<file path="config.mk">
export PLATFORM = sky130hd
export DESIGN_NAME = niosii_system_sysid_regs
export DESIGN_NICKNAME = d
export VERILOG_FILES = /design/src/rtl/niosii_system_sysid_pkg.sv /design/src/rtl/niosii_system_sysid_uptime.sv /design/src/rtl/niosii_system_sysid_regs.sv
export SDC_FILE = /design/constraint.sdc
export NUM_CORES = 1
export LEC_CHECK = 0
export CORE_ASPECT_RATIO = 1.4
export CORE_MARGIN = 2
export CORE_UTILIZATION = 27
export CTS_CLUSTER_SIZE = 28
export DETAILED_ROUTE_END_ITERATION = 8
export HOLD_SLACK_MARGIN = 0.02
export RECOVER_POWER = 100
export SLEW_MARGIN = 20
export SYNTH_ARGS = -nofsm -noshare
export SYNTH_HDL_FRONTEND = slang
export SYNTH_HIERARCHICAL = 1
export SYNTH_SLANG_ARGS = --single-unit
</file>
<file path="constraint.sdc">
create_clock -name clock -period 2.7 [get_ports clock]
set_input_delay 0.54 -clock clock [delete_from_list [all_inputs] [get_ports clock]]
set_output_delay 0.54 -clock clock [all_outputs]
set_load 0.01 [all_outputs]
</file>
<file path="src/rtl/niosii_system_sysid_pkg.sv">
// ---------------------------------------------------------------------------
// niosii_system_sysid_pkg
//   Shared definitions for the system-ID register bank: word offsets of every
//   register, CTRL bit positions, the CAPS word layout and a byte-lane merge
//   helper used by the byte-writable registers.
// ---------------------------------------------------------------------------
package niosii_system_sysid_pkg;

  // Word offsets within the slave's address window.
  localparam int unsigned ADDR_ID       = 0;
  localparam int unsigned ADDR_TSTAMP   = 1;
  localparam int unsigned ADDR_CAPS     = 2;
  localparam int unsigned ADDR_CTRL     = 3;
  localparam int unsigned ADDR_UP_LO    = 4;
  localparam int unsigned ADDR_UP_HI    = 5;
  localparam int unsigned ADDR_SCRATCH0 = 6;

  // CTRL register bits; both live in byte lane 0.
  localparam int unsigned CTRL_EN_BIT  = 0;
  localparam int unsigned CTRL_CLR_BIT = 1;

  // CAPS word: {16'h0, scratch count, block version}.
  typedef struct packed {
    logic [15:0] rsvd;
    logic [7:0]  n_scratch;
    logic [7:0]  version;
  } caps_t;

  // Replace only the byte lanes whose enable is set.
  function automatic logic [31:0] apply_be(input logic [31:0] old_w,
                                           input logic [31:0] new_w,
                                           input logic [3:0]  be);
    logic [31:0] res;
    res = old_w;
    for (int b = 0; b < 4; b++) begin
      if (be[b]) res[8*b +: 8] = new_w[8*b +: 8];
    end
    return res;
  endfunction

endpackage

</file>
<file path="src/rtl/niosii_system_sysid_uptime.sv">
// ---------------------------------------------------------------------------
// niosii_system_sysid_uptime
//   Free-running 64-bit uptime counter with a high-word shadow so software can
//   read the 64-bit value as a coherent lo/hi pair.
// Ports
//   clock      rising-edge clock
//   reset_n    asynchronous active-low reset
//   en         count enable (counter advances by one per clock while high)
//   clr        synchronous clear; wins over en
//   snap       copy the current high word into hi_shadow (issued with a low read)
//   count      current counter value
//   hi_shadow  high word captured by the most recent snap
// ---------------------------------------------------------------------------
module niosii_system_sysid_uptime (
  input  logic        clock,
  input  logic        reset_n,
  input  logic        en,
  input  logic        clr,
  input  logic        snap,
  output logic [63:0] count,
  output logic [31:0] hi_shadow
);

  logic [63:0] count_q, count_d;
  logic [31:0] hi_shadow_q, hi_shadow_d;

  always_comb begin
    // NOTE: every always_comb output gets a default first so no path leaves it
    // unassigned; that is what keeps synthesis from inferring a latch.
    count_d     = count_q;
    hi_shadow_d = hi_shadow_q;
    if (clr) begin
      count_d = '0;
    end else if (en) begin
      count_d = count_q + 64'd1;  // wraps silently at 2^64-1
    end
    // The snapshot takes the pre-update value, so a low read issued together
    // with a clear still pairs with the old high word.
    if (snap) hi_shadow_d = count_q[63:32];
  end

  // NOTE: state updates use non-blocking assignments so every flop samples
  // values from before the edge regardless of statement order.
  always_ff @(posedge clock or negedge reset_n) begin
    if (!reset_n) begin
      count_q     <= '0;
      hi_shadow_q <= '0;
    end else begin
      count_q     <= count_d;
      hi_shadow_q <= hi_shadow_d;
    end
  end

  assign count     = count_q;
  assign hi_shadow = hi_shadow_q;

endmodule

</file>
<file path="src/rtl/niosii_system_sysid_regs.sv">
// ---------------------------------------------------------------------------
// niosii_system_sysid_regs
//   System-ID / info register bank on an Avalon-MM slave. Fixed read latency
//   of one clock with a readdatavalid strobe; no waitrequest.
//   Map: 0 ID, 1 TSTAMP, 2 CAPS, 3 CTRL, 4 UP_LO, 5 UP_HI, 6.. SCRATCH.
//   N_SCRATCH must be 1..4 and 6+N_SCRATCH must fit in 2**ADDR_W words.
// Ports
//   clock, reset_n          clock and asynchronous active-low reset
//   address                 word address
//   read, write             single-cycle access requests
//   byteenable, writedata   write lanes and data
//   readdata, readdatavalid registered read data and its 1-cycle strobe
// ---------------------------------------------------------------------------
module niosii_system_sysid_regs
  import niosii_system_sysid_pkg::*;
#(
  parameter logic [31:0] SYSID     = 32'h0000_0000,
  parameter logic [31:0] TIMESTAMP = 32'h0000_0000,
  parameter logic [7:0]  VERSION   = 8'd2,
  parameter int unsigned N_SCRATCH = 2,
  parameter int unsigned ADDR_W    = 4
) (
  input  logic              clock,
  input  logic              reset_n,
  input  logic [ADDR_W-1:0] address,
  input  logic              read,
  input  logic              write,
  input  logic [3:0]        byteenable,
  input  logic [31:0]       writedata,
  output logic [31:0]       readdata,
  output logic              readdatavalid
);

  localparam caps_t CAPS_VAL = '{rsvd: 16'h0, n_scratch: 8'(N_SCRATCH), version: VERSION};

  logic        ctrl_en_q, ctrl_en_d;
  logic [31:0] scratch_q [N_SCRATCH];
  logic [31:0] scratch_d [N_SCRATCH];
  logic [31:0] readdata_q, readdata_d;
  logic        readdatavalid_q, readdatavalid_d;

  logic        clr;
  logic        snap;
  logic [63:0] count;
  logic [31:0] hi_shadow;
  logic [31:0] rd_word;

  niosii_system_sysid_uptime u_uptime (
    .clock     (clock),
    .reset_n   (reset_n),
    .en        (ctrl_en_q),
    .clr       (clr),
    .snap      (snap),
    .count     (count),
    .hi_shadow (hi_shadow)
  );

  // Write side: CTRL and SCRATCH are the only writable words.
  always_comb begin
    ctrl_en_d = ctrl_en_q;
    clr       = 1'b0;
    scratch_d = scratch_q;
    if (write && address == ADDR_W'(ADDR_CTRL) && byteenable[0]) begin
      ctrl_en_d = writedata[CTRL_EN_BIT];
      clr       = writedata[CTRL_CLR_BIT];  // a pulse, never stored
    end
    for (int i = 0; i < N_SCRATCH; i++) begin
      if (write && address == ADDR_W'(ADDR_SCRATCH0 + i)) begin
        scratch_d[i] = apply_be(scratch_q[i], writedata, byteenable);
      end
    end
  end

  // Read mux works from current state, so a same-cycle write is not visible.
  always_comb begin
    rd_word = '0;
    case (address)
      ADDR_W'(ADDR_ID):     rd_word = SYSID;
      ADDR_W'(ADDR_TSTAMP): rd_word = TIMESTAMP;
      ADDR_W'(ADDR_CAPS):   rd_word = CAPS_VAL;
      ADDR_W'(ADDR_CTRL):   rd_word = {31'h0, ctrl_en_q};
      ADDR_W'(ADDR_UP_LO):  rd_word = count[31:0];
      ADDR_W'(ADDR_UP_HI):  rd_word = hi_shadow;
      default: begin
        for (int i = 0; i < N_SCRATCH; i++) begin
          if (address == ADDR_W'(ADDR_SCRATCH0 + i)) rd_word = scratch_q[i];
        end
      end
    endcase
  end

  always_comb begin
    snap            = read && address == ADDR_W'(ADDR_UP_LO);
    readdatavalid_d = read;
    readdata_d      = readdata_q;  // holds until the next read
    if (read) readdata_d = rd_word;
  end

  always_ff @(posedge clock or negedge reset_n) begin
    if (!reset_n) begin
      ctrl_en_q       <= 1'b1;
      readdata_q      <= '0;
      readdatavalid_q <= 1'b0;
      // NOTE: the scratch words are a handful of flops with a defined reset
      // value, so they are reset here; a real RAM array would not be.
      for (int i = 0; i < N_SCRATCH; i++) scratch_q[i] <= '0;
    end else begin
      ctrl_en_q       <= ctrl_en_d;
      readdata_q      <= readdata_d;
      readdatavalid_q <= readdatavalid_d;
      scratch_q       <= scratch_d;
    end
  end

  assign readdata      = readdata_q;
  assign readdatavalid = readdatavalid_q;

  // Only the low word of the counter is read directly; the high word reaches
  // software through hi_shadow.
  logic unused_ok;
  assign unused_ok = ^count[63:32];

endmodule

</file>
==> results of run 1 <==
## logic make-up after synthesis
kind of cell | count (synthesis) | synth area share [%]
AO/OA/AOI/OAI | 124 | 7.75
XOR/XNOR | 32 | 2.98
adder cells (fa/ha/maj) | 1 | 0.133
buffers and inverters | 81 | 3.63
flip-flops | 194 | 51.6
multiplexers | 165 | 19.7
AND/OR/NAND/NOR | 222 | 14.2
## state kept, by name (all words and copies together), names as in the netlist
signal	cells
scratch_q	64
ctrl_en_q	1
u_uptime/hi_shadow	32
readdata	32
readdatavalid	1
u_uptime/count	64
## power by group through the flow
stage	Combinational (mW)	Clock (mW)	Sequential, mW
5_1_grt	1.15	2.53	3.54
6_report	1.04	2.35	3.49
3_5_place_dp	1.07	0	3.54
2_1_floorplan	0.690	0	3.49
4_1_cts	1.07	2.42	3.49
3_3_place_gp	1.05	0	3.52
## worst max-delay path, stage by stage
cell,delay (ps)
clkdlybuf4s50_1,490
nand2_2,80
nor4_4,190
and2_4,210
o21ai_4,70
nor4_4,370
nand4_1,270
clkbuf_4,230
or3_1,330
a21oi_1,140
## per-layer routing
| layer | vias up | wire length (um) |
|---|---|---|
| li1 | 3181 | - |
| met1 | 3376 | 9870 |
| met2 | 118 | 12500 |
| met3 | 40 | 576 |
| met4 | 0 | 733 |
| met5 | - | 0 |
## layout by cell type, fill, tap and decap left out, drive strengths merged, types with 21 or more instances in the layout
| master | n |
|---|---|
| clkbuf | 49 |
| dlygate4sd3 | 34 |
| o22ai | 63 |
| nand4 | 33 |
| nor2 | 57 |
| a21oi | 28 |
| nand2 | 33 |
| o21ai | 22 |
| clkdlybuf4s50 | 37 |
| xor2 | 21 |
| dfrtp | 193 |
| mux2 | 164 |
| inv | 40 |
| buf | 24 |
| nand3 | 21 |
## final cells by class
cell class	instances	area [um2]	share of cell area, %
Sequential cell	194	4860	42.7
Inverter	40	150	1.32
Multi-Input combinational cell	544	4180	36.8
Tap cell	451	564	4.96
Clock buffer	23	478	4.20
Timing Repair Buffer	125	1080	9.48
Clock inverter	9	57.6	0.506
## worst min-delay path by stage
stage / slack (ps) / startpoint / cells past startpoint / end
3_5_place_dp: 480 / scratch_q[14]$_DFFE_PN0P_ / 1 / scratch_q[14]$_DFFE_PN0P_
3_3_place_gp: 460 / scratch_q[14]$_DFFE_PN0P_ / 1 / scratch_q[14]$_DFFE_PN0P_
6_report: 400 / reset_n / 1 / u_uptime/hi_shadow[23]$_DFFE_PN0P_
2_1_floorplan: 240 / reset_n / 0 / readdata[0]$_DFFE_PN0P_
4_1_cts: 60 / reset_n / 1 / scratch_q[51]$_DFFE_PN0P_
5_1_grt: 510 / reset_n / 1 / u_uptime/hi_shadow[23]$_DFFE_PN0P_
## through the flow
step | hold WS (ps) | power, mW | setup slack (ps) | utilization, % | TNS (ps)
floorplan | 244 | 4.18 | 57.2 | - | 0
global placement | 464 | 4.57 | -373 | 31.9 | -8180
detailed placement | 477 | 4.61 | -407 | 31.9 | -10000
CTS | 60.1 | 6.99 | 73.5 | 33.5 | 0
global route | 505 | 7.22 | 11.9 | 33.2 | 0
finish | 400 | 6.88 | 134 | 33.2 | 0
## repair_timing
action,4_1_cts,5_1_grt
resized for setup,0,8
setup buffers,0,6
setup endpoints to repair,0,14
==> results.cfg, run 1 <==
[status]
status = complete, no violations

[power]
seqPwrFrac_pct = 50.7
peakVddDrop_v = 0.000355
p_clk_share_pct = 34.1
cellLeakagePower_nw = 4.94
switching_share_pct = 26.7
switchingPower_mw = 1.84
power_density_mw_per_mm2 = 605
combPwrFrac_pct = 15.2
p_int_mw = 5.04

[clock_network]
clock-sinks = 194
cts.clk_slew.worst_paths_ps = 70
htree_levels = 4
ctsHoldBuffers = 0
cts-buffers-inserted = 17
cts_tree = done
clock_path_buffers = 2
clkLatencyLatePin_ps = 450
cts-root-buf = clkbuf_16

[global_routing]
gr-max-usage-layer = met2
antenna_found_initial = 0
grt_usage_pct = 13.3
grtUsageMet2_pct = 23.8
grt_max_degree = 68
met1_usage_pct = 15.4
overflow = 0
grt_pass1_wl_um = 38000
grt_use_met3_pct = 2.30
grt_pass1_vias = 7007

[final_layout]
instances_no_fill = 1386
fin_nets = 967
final_area_mm2 = 0.0114
area_growth_pct = 20.8
drive_gt1_share_pct = 27.0
insertedDiodeCount = 0
n_fill_cell = 3519

[logic_synthesis]
synth_edf_count = 0
syn_nets = 864
synth-seq-cells = 194
syn_area_mm2 = 0.00941
synth_most_common_cell = dfrtp_1
synthCells = 819
yosysTopAreaCellShare_pct = 51.3
yosysTopAreaCell = dfrtp_1
syn_avg_cell_area_um2 = 11.5
synthDistinctLibCells = 50
seq_area_frac_synth_pct = 51.6
async_reset_ff_share_pct = 100
yosysWarnings = 6
synth_ff_type = dfrtp_1
yosys-top-cells-area = dfrtp_1 (51%), mux2_2 (20%), o22ai_1 (4.2%)
synth.top_cells.by_count = dfrtp_1 (193), mux2_2 (163), o22ai_1 (63), nor2_1 (49), inv_1 (40)

[setup_path]
crit_fanout = 6
crit_path_start_kind = primary input
worst-r2r-setup-slack_ps = 450
reg2reg_depth = 5
timing.critical_path.from = write
worstPathArrival_ps = 2940
endpoint_kind = flip-flop
endpoint = u_uptime/count[56]$_DFFE_PN0P_
r2r-end = u_uptime/count[59]$_DFFE_PN0P_
crit_type = primary input to flip-flop
required_ps = 3070
regToRegStartpoint = u_uptime/count[17]$_DFFE_PN0P_

[routing]
num_vias = 6715
avgRoutedWirePerCell_um = 17.1
drcViolationCount = 0
firstDrtPassIters = 4
drt_iter0_drc = 323
viasPerCell = 4.84
drt_wl_total_um = 23700
drtAntennaViolNets = 0

[placement]
dp.cells = 1348
post-dp-hpwl_um = 16800
place_area_mm2 = 0.0109
gp_congestion = 0.851
portBuffers = 76

[worst_hold_path]
hp-class = primary input to async pin

[floorplan]
rows = 80
top_level_ports = 77
core_mm2 = 0.0342
die_h_um = 225
start_util_pct = 27.5
die_area_mm2 = 0.0364
die_w_um = 162

[sta]
fmax_mhz = 390
period_share_pct = 95.0
tightestPinTransition_ps = 1390
final-max-slew-violation-count = 0
fin_worst_skew_ps = 8.82
hold_viol = 0
slew_headroom_pct = 7.43
setup_viol = 0
period_needed_ps = 2570
rsz0062_at_grt = false

[flow_run]
max_cap_violations = 0
No activity file was read; power rests on OpenSTA's default activity.
==> run 2: changes to the inputs <==
Clock period 2.7 ns to 2.6 ns, I/O delays scaled along.
==> run 2 against run 1 <==
The flow now finishes with violations (max-capacitance violations, max-slew violations). Wire length grew 0.33%. Flip-flop and latch count stayed put. Worst setup slack got worse by 18 ps. Design area grew 2.1%. Utilization up 0.70 points. Worst hold slack better by 85 ps. Global-route usage grew 0.056 points. Total power is 5.2% higher. Sequential share of layout area decreased by 0.88 points. Die area stayed put. Via count increased by 1.1%. Sequential power up 4%. Largest cell class unchanged.
==> results.cfg, run 2 (synthesis results as in run 1) <==
[status]
status = complete, but fails checks
violations = max-capacitance violations, max-slew violations

[floorplan]
die_h_um = 225
die_area_mm2 = 0.0364
top_level_ports = 77
rows = 80
core_mm2 = 0.0342
die_w_um = 162
start_util_pct = 27.5

[sta]
fmax_mhz = 403
slew_headroom_pct = -34.8
period_share_pct = 95.5
period_needed_ps = 2480
setup_viol = 0
fin_worst_skew_ps = 9.84
setup_slack_ps = 116
final-max-slew-violation-count = 74
tightestPinTransition_ps = 2020
hold_viol = 0

[routing]
drt_wl_total_um = 23800
avgRoutedWirePerCell_um = 17.2
drtAntennaViolNets = 0
viasPerCell = 4.90
drt_iter0_drc = 215
drcViolationCount = 0
num_vias = 6790
firstDrtPassIters = 4

[global_routing]
antenna_found_initial = 0
grt_max_degree = 76
overflow = 0
grt_usage_pct = 13.3
grt_pass1_vias = 7032
grt_pass1_wl_um = 38200

[clock_network]
cts.clk_slew.worst_paths_ps = 70
clkLatencyLatePin_ps = 450
cts-root-buf = clkbuf_16
cts_tree = done
htree_levels = 4
ctsHoldBuffers = 0
clock_path_buffers = 2
clock-sinks = 194
cts-buffers-inserted = 17

[final_layout]
insertedDiodeCount = 0
drive_gt1_share_pct = 29.8
area_growth_pct = 23.3
most-common-layout-cells = dfrtp_1 (193), mux2_2 (163), clkdlybuf4s50_1 (69)
n_fill_cell = 3504
fin_nets = 969
final_area_mm2 = 0.0116
final_common_cell = dfrtp_1
instances_no_fill = 1386

[worst_hold_path]
hp-class = flip-flop to flip-flop

[setup_path]
required_ps = 2960
crit_fanout = 5
crit_path_start_kind = primary input
endpoint_kind = flip-flop
crit_type = primary input to flip-flop
worstPathArrival_ps = 2840

[power]
peakVddDrop_v = 0.000338
cellLeakagePower_nw = 5.00
p_total_mw = 7.24
power_density_mw_per_mm2 = 624

[placement]
dp.cells = 1351
place_area_mm2 = 0.0110
portBuffers = 76
post-dp-hpwl_um = 16900
place_ws_ps = -418
gp_congestion = 0.826

[flow_run]
max_cap_violations = 1
-- run 2: final timing paths --
| check | start | endpoint | slack [ps] | cells after the start |
|---|---|---|---|---|
| min in group asynchronous | reset_n | readdata[22]$_DFFE_PN0P_ | 630 | 1 |
| worst min register to register | scratch_q[14]$_DFFE_PN0P_ | scratch_q[14]$_DFFE_PN0P_ | 490 | 1 |
| worst max-delay path | byteenable[0] | u_uptime/count[54]$_DFFE_PN0P_ | 120 | 10 |
| worst min-delay path | scratch_q[14]$_DFFE_PN0P_ | scratch_q[14]$_DFFE_PN0P_ | 490 | 1 |
| worst max register to register | u_uptime/count[31]$_DFFE_PN0P_ | u_uptime/count[58]$_DFFE_PN0P_ | 390 | 5 |
| max in group asynchronous | reset_n | u_uptime/count[53]$_DFFE_PN0P_ | 550 | 2 |
-- run 2: metal layers --
layer	global-route usage [%]	share of wire, %	vias to the layer above
li1	-	-	3186
met1	15.8	42	3465
met2	23.9	53	108
met3	2.28	2.3	31
met4	5.31	2.3	0
met5	0	0	-
-- run 2: layout make-up --
class                           instances  area (um2)  area share [%]
Sequential cell                       194        4860            41.8
Multi-Input combinational cell        544        4290            37.0
Timing Repair Buffer                  127        1190            10.3
Tap cell                              451         564            4.86
Clock buffer                           26         499            4.30
Inverter                               40         150            1.29
Clock inverter                          4        50.0           0.431
-- run 2: through the flow --
step | hold slack, ps | setup TNS [ps] | utilization, %
3_3_place_gp | 462 | -10840 | 32.0
3_5_place_dp | 473 | -11810 | 32.0
2_1_floorplan | 224 | 0 | -
4_1_cts | 105 | 0 | 33.6
5_1_grt | 509 | -180 | 33.9
6_report | 485 | 0 | 33.9
-- run 2: repair_timing --
item,in CTS,in global routing
setup buffers,0,3
endpoints found under the setup margin,0,20
gates resized for setup,0,21
-- run 2: power by group --
| part | internal (mW) | switching (mW) |
|---|---|---|
| Clock | 1.41 | 1.10 |
| Sequential | 3.36 | 0.265 |
| Combinational | 0.598 | 0.501 |
-- run 2: worst max-delay path, cell delays in order --
cell and delay [ps]:
clkdlybuf4s50_1 480, nand2_2 80, nor4_4 180, and2_4 210, o21ai_4 90, nor4_4 390
nand4_1 210, buf_6 200, or3_4 360, a21oi_2 130
==> patch: new RTL, flow settings as in run 1 <==
Set the parameter `N_SCRATCH` to 4 (it was 2). Comments in the files are not updated.
--- a/src/rtl/niosii_system_sysid_regs.sv
+++ b/src/rtl/niosii_system_sysid_regs.sv
@@ -19,3 +19,3 @@
   parameter logic [7:0]  VERSION   = 8'd2,
-  parameter int unsigned N_SCRATCH = 2,
+  parameter int unsigned N_SCRATCH = 4,
   parameter int unsigned ADDR_W    = 4
Function: changed (a bounded check fails within 4 cycles, from zero or initial values and one cycle with reset_n low).
==> patch against run 1 <==
Die area up 34%; register-to-register slack worse by 0.17 ns; cell area up 34%; the flow now finishes with violations (max-capacitance violations, max-slew violations); non-clock buffer count up 23; sequential cell count up 64; area after synthesis up 35%; critical path type unchanged; wire length up 40%; fmax down 2.0%; worst setup slack worse by 0.054 ns; power up 43%.
==> patch: results (changes against run 1) <==
metric;value;unit;change
cp_data_arrival_time;3.03;ns;+0.09 ns
p_leak;6.58;nW;+33%
syn_nets;1112;;+29%
critical-path-max-stage-delay;0.42;ns;-0.07 ns
ys_seq_area_share;51.0;%;-0.60 points
swShare;25.6;%;-1.1 points
drive_above_1_share;25.5;%;-1.4 points
crit_fanout;4;;-2
n_fill_cell;4688;;+33%
final_nets;1229;;+27%
drt_iter0_markers;461;;+43%
grt_max_degree;72;;+5.9%
gp_congestion;0.877;;+3.1%
synth_common_cells;257 x dfrtp_1, 193 x mux2_2, 60 x mux2i_1;;
finalCritPeriodShare;97.0;%;+2.0 points
tightest_slew;1.70;ns;+0.314 ns
max_cap_violations;1;;+1
slew_viol_final;71;;+71
place_ws;-0.398;ns;+0.00919 ns
vias_per_cell;4.96;;+2.4%
grt_pass1_wl;53.4;mm;+40%
ys_types;56;;+12%
grtUsageTotal;13.7;%;+0.42 points
violations;max-capacitance violations, max-slew violations;;
status;complete, but fails checks;;
[patch: layer usage]
| metal | track usage [%] | part of all wire (%) | wire length (um) |
|---|---|---|---|
| met4 | 5.58 | 3.0 | 1000 |
| met3 | 1.53 | 3.2 | 1070 |
| met5 | 0 | 0 | 0 |
| met2 | 25.5 | 53 | 17600 |
| met1 | 16.0 | 41 | 13500 |
[patch: worst max-delay path by stage]
| stage | from | end | cells past startpoint |
|---|---|---|---|
| floorplan | address[0] | u_uptime/count[59] | 11 |
| global placement | address[3] | u_uptime/count[55] | 10 |
| detailed placement | address[3] | u_uptime/count[55] | 10 |
| CTS | address[3] | u_uptime/count[55] | 10 |
| global route | address[3] | scratch_q[44] | 6 |
| finish | address[3] | u_uptime/count[59] | 9 |
[patch: area by class of cell]
cell class / instances / share of cell area (%)
Sequential cell: 258 / 42.4
Inverter: 9 / 0.222
Tap cell: 617 / 5.07
Multi-Input combinational cell: 743 / 38.7
Clock inverter: 11 / 1.02
Timing Repair Buffer: 148 / 8.08
Clock buffer: 30 / 4.50
